File: config.mk
export PLATFORM = sky130hd
export DESIGN_NAME = filter_stream_pipe_flat
export DESIGN_NICKNAME = d
export VERILOG_FILES = /design/src/rtl/filter_stream_pipe_if.sv /design/src/rtl/filter_stream_pipe.sv /design/src/flat_wrapper.sv
export SDC_FILE = /design/constraint.sdc
export NUM_CORES = 1
export LEC_CHECK = 0
export BUFFER_PORTS_ARGS = -buffer_cell sky130_fd_sc_hd__buf_2
export CORE_ASPECT_RATIO = 1.75
export CORE_MARGIN = 10
export CORE_UTILIZATION = 60
export CTS_BUF_LIST = sky130_fd_sc_hd__clkbuf_2 sky130_fd_sc_hd__clkbuf_4 sky130_fd_sc_hd__clkbuf_8
export CTS_CLUSTER_DIAMETER = 120
export DETAILED_ROUTE_END_ITERATION = 6
export PLACE_DENSITY = 0.82
export SLEW_MARGIN = 10
export SYNTH_ARGS = -nofsm -noshare
export SYNTH_HDL_FRONTEND = slang
export SYNTH_SLANG_ARGS = --single-unit
File: constraint.sdc
create_clock -name clk -period 4.03 [get_ports clk]
set_clock_uncertainty 0.2 [all_clocks]
set_input_delay 1.209 -clock clk [delete_from_list [all_inputs] [get_ports clk]]
set_output_delay 1.209 -clock clk [all_outputs]
set_load 0.01 [all_outputs]
File: src/rtl/filter_stream_pipe_if.sv
// Valid/ready pixel stream link: one beat per transfer, SOF marks the first pixel of a frame.
interface filter_stream_pipe_if #(
    parameter int DATA_W = 32
);
    logic              valid;
    logic              ready;
    logic [DATA_W-1:0] data;
    logic              sof;

    modport master (output valid, data, sof, input ready);
    modport slave  (input valid, data, sof, output ready);
endinterface

File: src/rtl/filter_stream_pipe.sv
// Two-stage pipelined per-pixel filter (bypass / brightness / invert / grayscale) with
// mode and brightness offset captured on the SOF beat of each frame.
module filter_stream_pipe #(
    parameter int CH_W     = 8,
    parameter int NUM_CH   = 4,
    parameter int ALPHA_EN = 1
) (
    input  logic                 clk,
    input  logic                 n_rst,
    filter_stream_pipe_if.slave  in_s,
    filter_stream_pipe_if.master out_m,
    input  logic [1:0]           filter_mode,
    input  logic [CH_W-1:0]      brightness_coeff,
    output logic [1:0]           active_mode,
    output logic                 mode_pending
);
    localparam int DATA_W  = NUM_CH * CH_W;
    localparam int SUM_W   = CH_W + 2;
    localparam int NUM_COL = NUM_CH - ALPHA_EN;

    typedef enum logic [1:0] {
        MODE_BYPASS = 2'b00,
        MODE_BRIGHT = 2'b01,
        MODE_INVERT = 2'b10,
        MODE_GRAY   = 2'b11
    } mode_e;

    mode_e                            active_q;
    logic [CH_W-1:0]                  coeff_q;

    logic                             s1_valid, s1_sof;
    mode_e                            s1_mode;
    logic [DATA_W-1:0]                s1_data;
    logic [NUM_COL-1:0][SUM_W-1:0]    s1_bsum;
    logic [SUM_W-1:0]                 s1_gsum;

    logic                             s2_valid, s2_sof;
    logic [DATA_W-1:0]                s2_data;

    logic                             s1_load, s2_load, in_accept;
    mode_e                            beat_mode;
    logic [CH_W-1:0]                  beat_coeff;
    logic [NUM_COL-1:0][SUM_W-1:0]    bsum_d;
    logic [SUM_W-1:0]                 gsum_d;
    logic [DATA_W-1:0]                result;
    logic [CH_W-1:0]                  gray;

    assign s2_load   = !s2_valid || out_m.ready;
    assign s1_load   = !s1_valid || s2_load;
    assign in_s.ready = s1_load;
    assign in_accept = in_s.valid && s1_load;

    assign out_m.valid = s2_valid;
    assign out_m.data  = s2_data;
    assign out_m.sof   = s2_sof;

    assign active_mode  = active_q;
    assign mode_pending = (filter_mode != active_q);

    // An SOF beat is filtered with the values it is latching, not the previous frame's.
    assign beat_mode  = in_s.sof ? mode_e'(filter_mode) : active_q;
    assign beat_coeff = in_s.sof ? brightness_coeff : coeff_q;

    always_comb begin
        // NOTE: every always_comb output gets a default first so no path leaves it unassigned (no latch).
        bsum_d = '0;
        for (int ch = 0; ch < NUM_COL; ch++) begin
            bsum_d[ch] = SUM_W'(in_s.data[ch*CH_W +: CH_W])
                       + {{2{beat_coeff[CH_W-1]}}, beat_coeff};
        end
    end

    generate
        if (NUM_COL >= 3) begin : g_gray
            assign gsum_d = SUM_W'(in_s.data[0 +: CH_W])
                          + SUM_W'({in_s.data[CH_W +: CH_W], 1'b0})
                          + SUM_W'(in_s.data[2*CH_W +: CH_W]);
        end else begin : g_no_gray
            assign gsum_d = '0;
        end
    endgenerate

    assign gray = CH_W'(s1_gsum >> 2);

    always_comb begin
        result = s1_data;
        for (int ch = 0; ch < NUM_COL; ch++) begin
            unique case (s1_mode)
                MODE_BYPASS: result[ch*CH_W +: CH_W] = s1_data[ch*CH_W +: CH_W];
                MODE_BRIGHT: begin
                    // Sum range fits SUM_W signed: sign bit means below zero, bit CH_W means overflow.
                    if (s1_bsum[ch][SUM_W-1])
                        result[ch*CH_W +: CH_W] = '0;
                    else if (s1_bsum[ch][CH_W])
                        result[ch*CH_W +: CH_W] = '1;
                    else
                        result[ch*CH_W +: CH_W] = s1_bsum[ch][CH_W-1:0];
                end
                MODE_INVERT: result[ch*CH_W +: CH_W] = ~s1_data[ch*CH_W +: CH_W];
                MODE_GRAY: begin
                    if (NUM_COL >= 3 && ch < 3)
                        result[ch*CH_W +: CH_W] = gray;
                end
            endcase
        end
    end

    always_ff @(posedge clk or negedge n_rst) begin
        if (!n_rst) begin
            active_q <= MODE_BYPASS;
            coeff_q  <= '0;
        end else if (in_accept && in_s.sof) begin
            // NOTE: sequential state uses non-blocking assignments so all registers update together.
            active_q <= mode_e'(filter_mode);
            coeff_q  <= brightness_coeff;
        end
    end

    always_ff @(posedge clk or negedge n_rst) begin
        if (!n_rst) begin
            s1_valid <= 1'b0;
            s1_sof   <= 1'b0;
            s1_mode  <= MODE_BYPASS;
            s1_data  <= '0;
            s1_bsum  <= '0;
            s1_gsum  <= '0;
        end else if (s1_load) begin
            s1_valid <= in_s.valid;
            if (in_s.valid) begin
                s1_sof  <= in_s.sof;
                s1_mode <= beat_mode;
                s1_data <= in_s.data;
                s1_bsum <= bsum_d;
                s1_gsum <= gsum_d;
            end
        end
    end

    always_ff @(posedge clk or negedge n_rst) begin
        if (!n_rst) begin
            s2_valid <= 1'b0;
            s2_sof   <= 1'b0;
            s2_data  <= '0;
        end else if (s2_load) begin
            s2_valid <= s1_valid;
            if (s1_valid) begin
                s2_sof  <= s1_sof;
                s2_data <= result;
            end
        end
    end
endmodule

File: src/flat_wrapper.sv
// flat-port wrapper written by rule: the top's interface ports become plain ports
module filter_stream_pipe_flat 
#(
    parameter int CH_W     = 8,
    parameter int NUM_CH   = 4,
    parameter int ALPHA_EN = 1
)
  (clk, n_rst, filter_mode, brightness_coeff, active_mode, mode_pending, in_s_valid, in_s_data, in_s_sof, in_s_ready, out_m_valid, out_m_data, out_m_sof, out_m_ready);
  filter_stream_pipe_if #(.DATA_W(32)) in_s_i ();
  filter_stream_pipe_if #(.DATA_W(32)) out_m_i ();
  input  logic clk;
  input  logic n_rst;
  input  logic [1:0] filter_mode;
  input  logic [CH_W-1:0] brightness_coeff;
  output logic [1:0] active_mode;
  output logic mode_pending;
  input wire logic [$bits(in_s_i.valid)-1:0] in_s_valid;
  input wire logic [$bits(in_s_i.data)-1:0] in_s_data;
  input wire logic [$bits(in_s_i.sof)-1:0] in_s_sof;
  output wire logic [$bits(in_s_i.ready)-1:0] in_s_ready;
  output wire logic [$bits(out_m_i.valid)-1:0] out_m_valid;
  output wire logic [$bits(out_m_i.data)-1:0] out_m_data;
  output wire logic [$bits(out_m_i.sof)-1:0] out_m_sof;
  input wire logic [$bits(out_m_i.ready)-1:0] out_m_ready;
  assign in_s_i.valid = in_s_valid;
  assign in_s_i.data = in_s_data;
  assign in_s_i.sof = in_s_sof;
  assign in_s_ready = in_s_i.ready;
  assign out_m_valid = out_m_i.valid;
  assign out_m_data = out_m_i.data;
  assign out_m_sof = out_m_i.sof;
  assign out_m_i.ready = out_m_ready;
  filter_stream_pipe #(.CH_W(CH_W), .NUM_CH(NUM_CH), .ALPHA_EN(ALPHA_EN)) u_core (.clk(clk), .n_rst(n_rst), .in_s(in_s_i), .out_m(out_m_i), .filter_mode(filter_mode), .brightness_coeff(brightness_coeff), .active_mode(active_mode), .mode_pending(mode_pending));
endmodule
==> out/metrics.csv <==
metric,value,unit
status,finished clean,
ys_warn_count,0,
worst_pin_slew,0.975,ns
synth.area.mux_share,4.90,%
hp-start,u_core.s1_data[24]$_DFFE_PN0P_,
tns,0,ns
mostFrequentLayoutCells,"179 x nand2_1, 118 x dfrtp_1, 83 x buf_2",
synth_edf_count,0,
cp.required,4.20,ns
synth.ff_latch_count,118,
ant_nets,0,
die-width,99.0,µm
layout-drive-gt1-share,19.9,%
portBuffers,84,
start_util,61.3,%
slew-limit-headroom,35.0,%
routabilityCongestion,0.951,
crit_path_top_delay_cell,or4b_1,
reg2reg_to,u_core.s1_bsum[28]$_DFFE_PN0P_,
r2r_cells,9,
firstDrtPassIters,7,
finalPower,4.22,mW
synth_seq_area_share,45.0,%
async_reset_ff_share,100,%
r2r_start,u_core.coeff_q[0]$_DFFE_PN0P_,
synth_top_flop_cell,dfrtp_1,
clk_latency,0.44,ns
clockBufferDepth,2,
period_needed,3.43,ns
max_cap_viol_count,0,
synth_compound_area_share,16.5,%
drt_wl_total,17.9,mm
drcViolationCount,0,
synth_top_family_by_area,compound AO/OA/AOI/OAI gates,
hold_viol_final,0,
finalWorstSetupSlack,0.604,ns
path_clk_slew,0.08,ns
crit_chain,buf_2 -> mux2_2 -> ha_1 -> inv_1 -> fa_1 -> nor2b_4 -> o31a_1 -> o21a_1 -> or4b_1 -> nand3_1,
cts_htree_levels,4,
syn_area_per_cell,9.46,µm²
areaGrowthSynthToFinish,15.3,%
cts_tree,built,
diodes,0,
setup_viol_count_final,0,
final_common_cell,nand2_1,
clock_sinks,118,
synth.distinct_cells,33,
p_comb_share,31.6,%
drtIter0Drc,471,
grt_usage,23.3,%
die_h,158,µm
timing.fmax,292,MHz
min_period_over_period,85.0,%
worstHoldPathCells,2,
crit_fanout,11,
crit_family,simple AND/OR/NAND/NOR gates,
p_sw,1.49,mW
synth_nets,785,
p_seq_share,39.8,%
first_global_vias,5700,
powerDensity,559,nW/µm²
grt_pass1_wl,28.9,mm
reg2reg_slack,1.38,ns
core,10700,µm²
worst_setup_path_end_kind,flop,
synth-adder-area-share,9.84,%
antenna_found_initial,0,
p_sw_share,35.2,%
max-vdd-ir-drop,0.000333,V
ios,85,
max_stage_delay,0.51,ns
routedWlPerCell,19.5,µm
cts_resized,0,
die-area,15700,µm²
cts_setup_buffers,0,
whs_endpoint,u_core.s1_data[24]$_DFFE_PN0P_,
fp-row-count,50,
syn-cell-area,6560,µm²
hold_path_class,reg -> reg,
dp_hpwl,13.5,mm
path_class,in -> reg,
internal_power,2.74,mW
synthSimpleGateAreaFrac,14.5,%
via_per_inst,5.99,
startpoint_type,input port,
power.share.clock,28.7,%
cts_buffers,17,
grt_overflow,0,
rsz0062_at_grt,no,
final_max_slew_viol_count,0,
dp_slack,0.217,ns
nNetsFinal,863,
synth_cells,693,
cts_root_buffer,clkbuf_8,
fin_util,70.7,%
hold_buffers,0,
cp.arrival,3.60,ns
p_leak,3.69,nW
synth_xor_area_share,6.28,%
grt_max_degree,80,
fillCellCount,829,
vias,5474,
crit_buf_inv,2,
==> cell usage after synthesis, types with 3 or more instances <==
master,instances,area (µm²)
mux2i_1,4,40.0
buf_1,4,15.0
fa_1,11,220
xnor2_1,12,105
buf_2,11,55.1
o21bai_1,4,30.0
o21a_1,36,270
nor3_1,4,20.0
a31oi_1,3,18.8
o31a_1,3,26.3
nand2b_1,7,43.8
nor2_1,24,90.1
nand2_1,181,679
dfrtp_1,118,2950
clkbuf_1,20,75.1
a211oi_1,7,52.6
nor2b_4,3,41.3
inv_1,14,52.6
mux2_2,25,282
xor2_1,35,307
ha_1,34,425
o31ai_1,6,45.0
or4b_1,3,30.0
nand3_1,3,15.0
o21ai_0,70,350
o211ai_1,3,22.5
a21o_1,6,45.0
a21oi_1,14,70.1
o22ai_1,24,150
==> flip-flops by register name, summed over array words and instances (netlist names), 2 cells and up <==
name / cells
u_core.active_mode: 2
u_core.out_m.data: 32
u_core.s1_mode: 2
u_core.coeff_q: 8
u_core.s1_bsum: 30
u_core.s1_gsum: 8
u_core.s1_data: 32
==> cell type report <==
class | count | area (µm²) | share of cell area, %
repair buffers | 94 | 536 | 7.08
flip-flops and latches | 118 | 2950 | 39.0
well taps | 130 | 163 | 2.15
clock buffers | 18 | 248 | 3.28
clock inverters | 14 | 199 | 2.63
inverters | 14 | 52.6 | 0.695
multi-input cells | 526 | 3410 | 45.1
==> worst reg2reg max path, cell delays in order, from the launching register on <==
cell and delay, ns:
dfrtp_1 0.37, mux2_2 0.30, ha_1 0.23, inv_1 0.08
fa_1 0.26, nor2b_4 0.06, o31a_1 0.28, o21a_1 0.19
or4b_1 0.51, nand3_1 0.11
==> cell families (layout without fill, tap and decap cells) <==
logic type,after synthesis,after routing
buf+inv,49,140
xor+xnor,47,47
fa+ha+maj,45,45
flops,118,118
compound gates,176,176
mux,29,29
simple gates,229,229
==> per-stage QoR <==
stage,hold slack (ns),area [µm²],std cells
2_1_floorplan,0.242,6560,693
3_3_place_gp,0.253,7120,882
3_5_place_dp,0.259,7120,882
4_1_cts,0.278,7560,914
5_1_grt,0.297,7560,914
6_report,0.271,7560,914
==> worst max path at each step <==
stage | from | cells after the start | endpoint | slack, ns
after floorplan | in_s_sof | 10 | u_core.s1_bsum[8]$_DFFE_PN0P_ | 0.25
after global placement | in_s_sof | 10 | u_core.s1_bsum[8]$_DFFE_PN0P_ | 0.28
after detailed placement | in_s_sof | 10 | u_core.s1_bsum[28]$_DFFE_PN0P_ | 0.22
after CTS | in_s_sof | 10 | u_core.s1_bsum[28]$_DFFE_PN0P_ | 0.64
after global routing | in_s_sof | 10 | u_core.s1_bsum[28]$_DFFE_PN0P_ | 0.52
final | in_s_sof | 10 | u_core.s1_bsum[28]$_DFFE_PN0P_ | 0.60
==> power groups by stage <==
stage	combinational, mW	sequential (mW)	clock [mW]
6_report	1.33	1.68	1.21
3_3_place_gp	1.29	1.68	0
5_1_grt	1.48	1.71	1.27
2_1_floorplan	0.853	1.68	0
3_5_place_dp	1.33	1.70	0
4_1_cts	1.34	1.68	1.21
==> metal layers <==
layer	wire [µm]	global-route usage [%]
met2	8800	38.9
met3	1110	5.64
met4	1350	16.6
met5	0	0
met1	6590	25.2
Note: power is estimated with default switching activity, not from simulation.
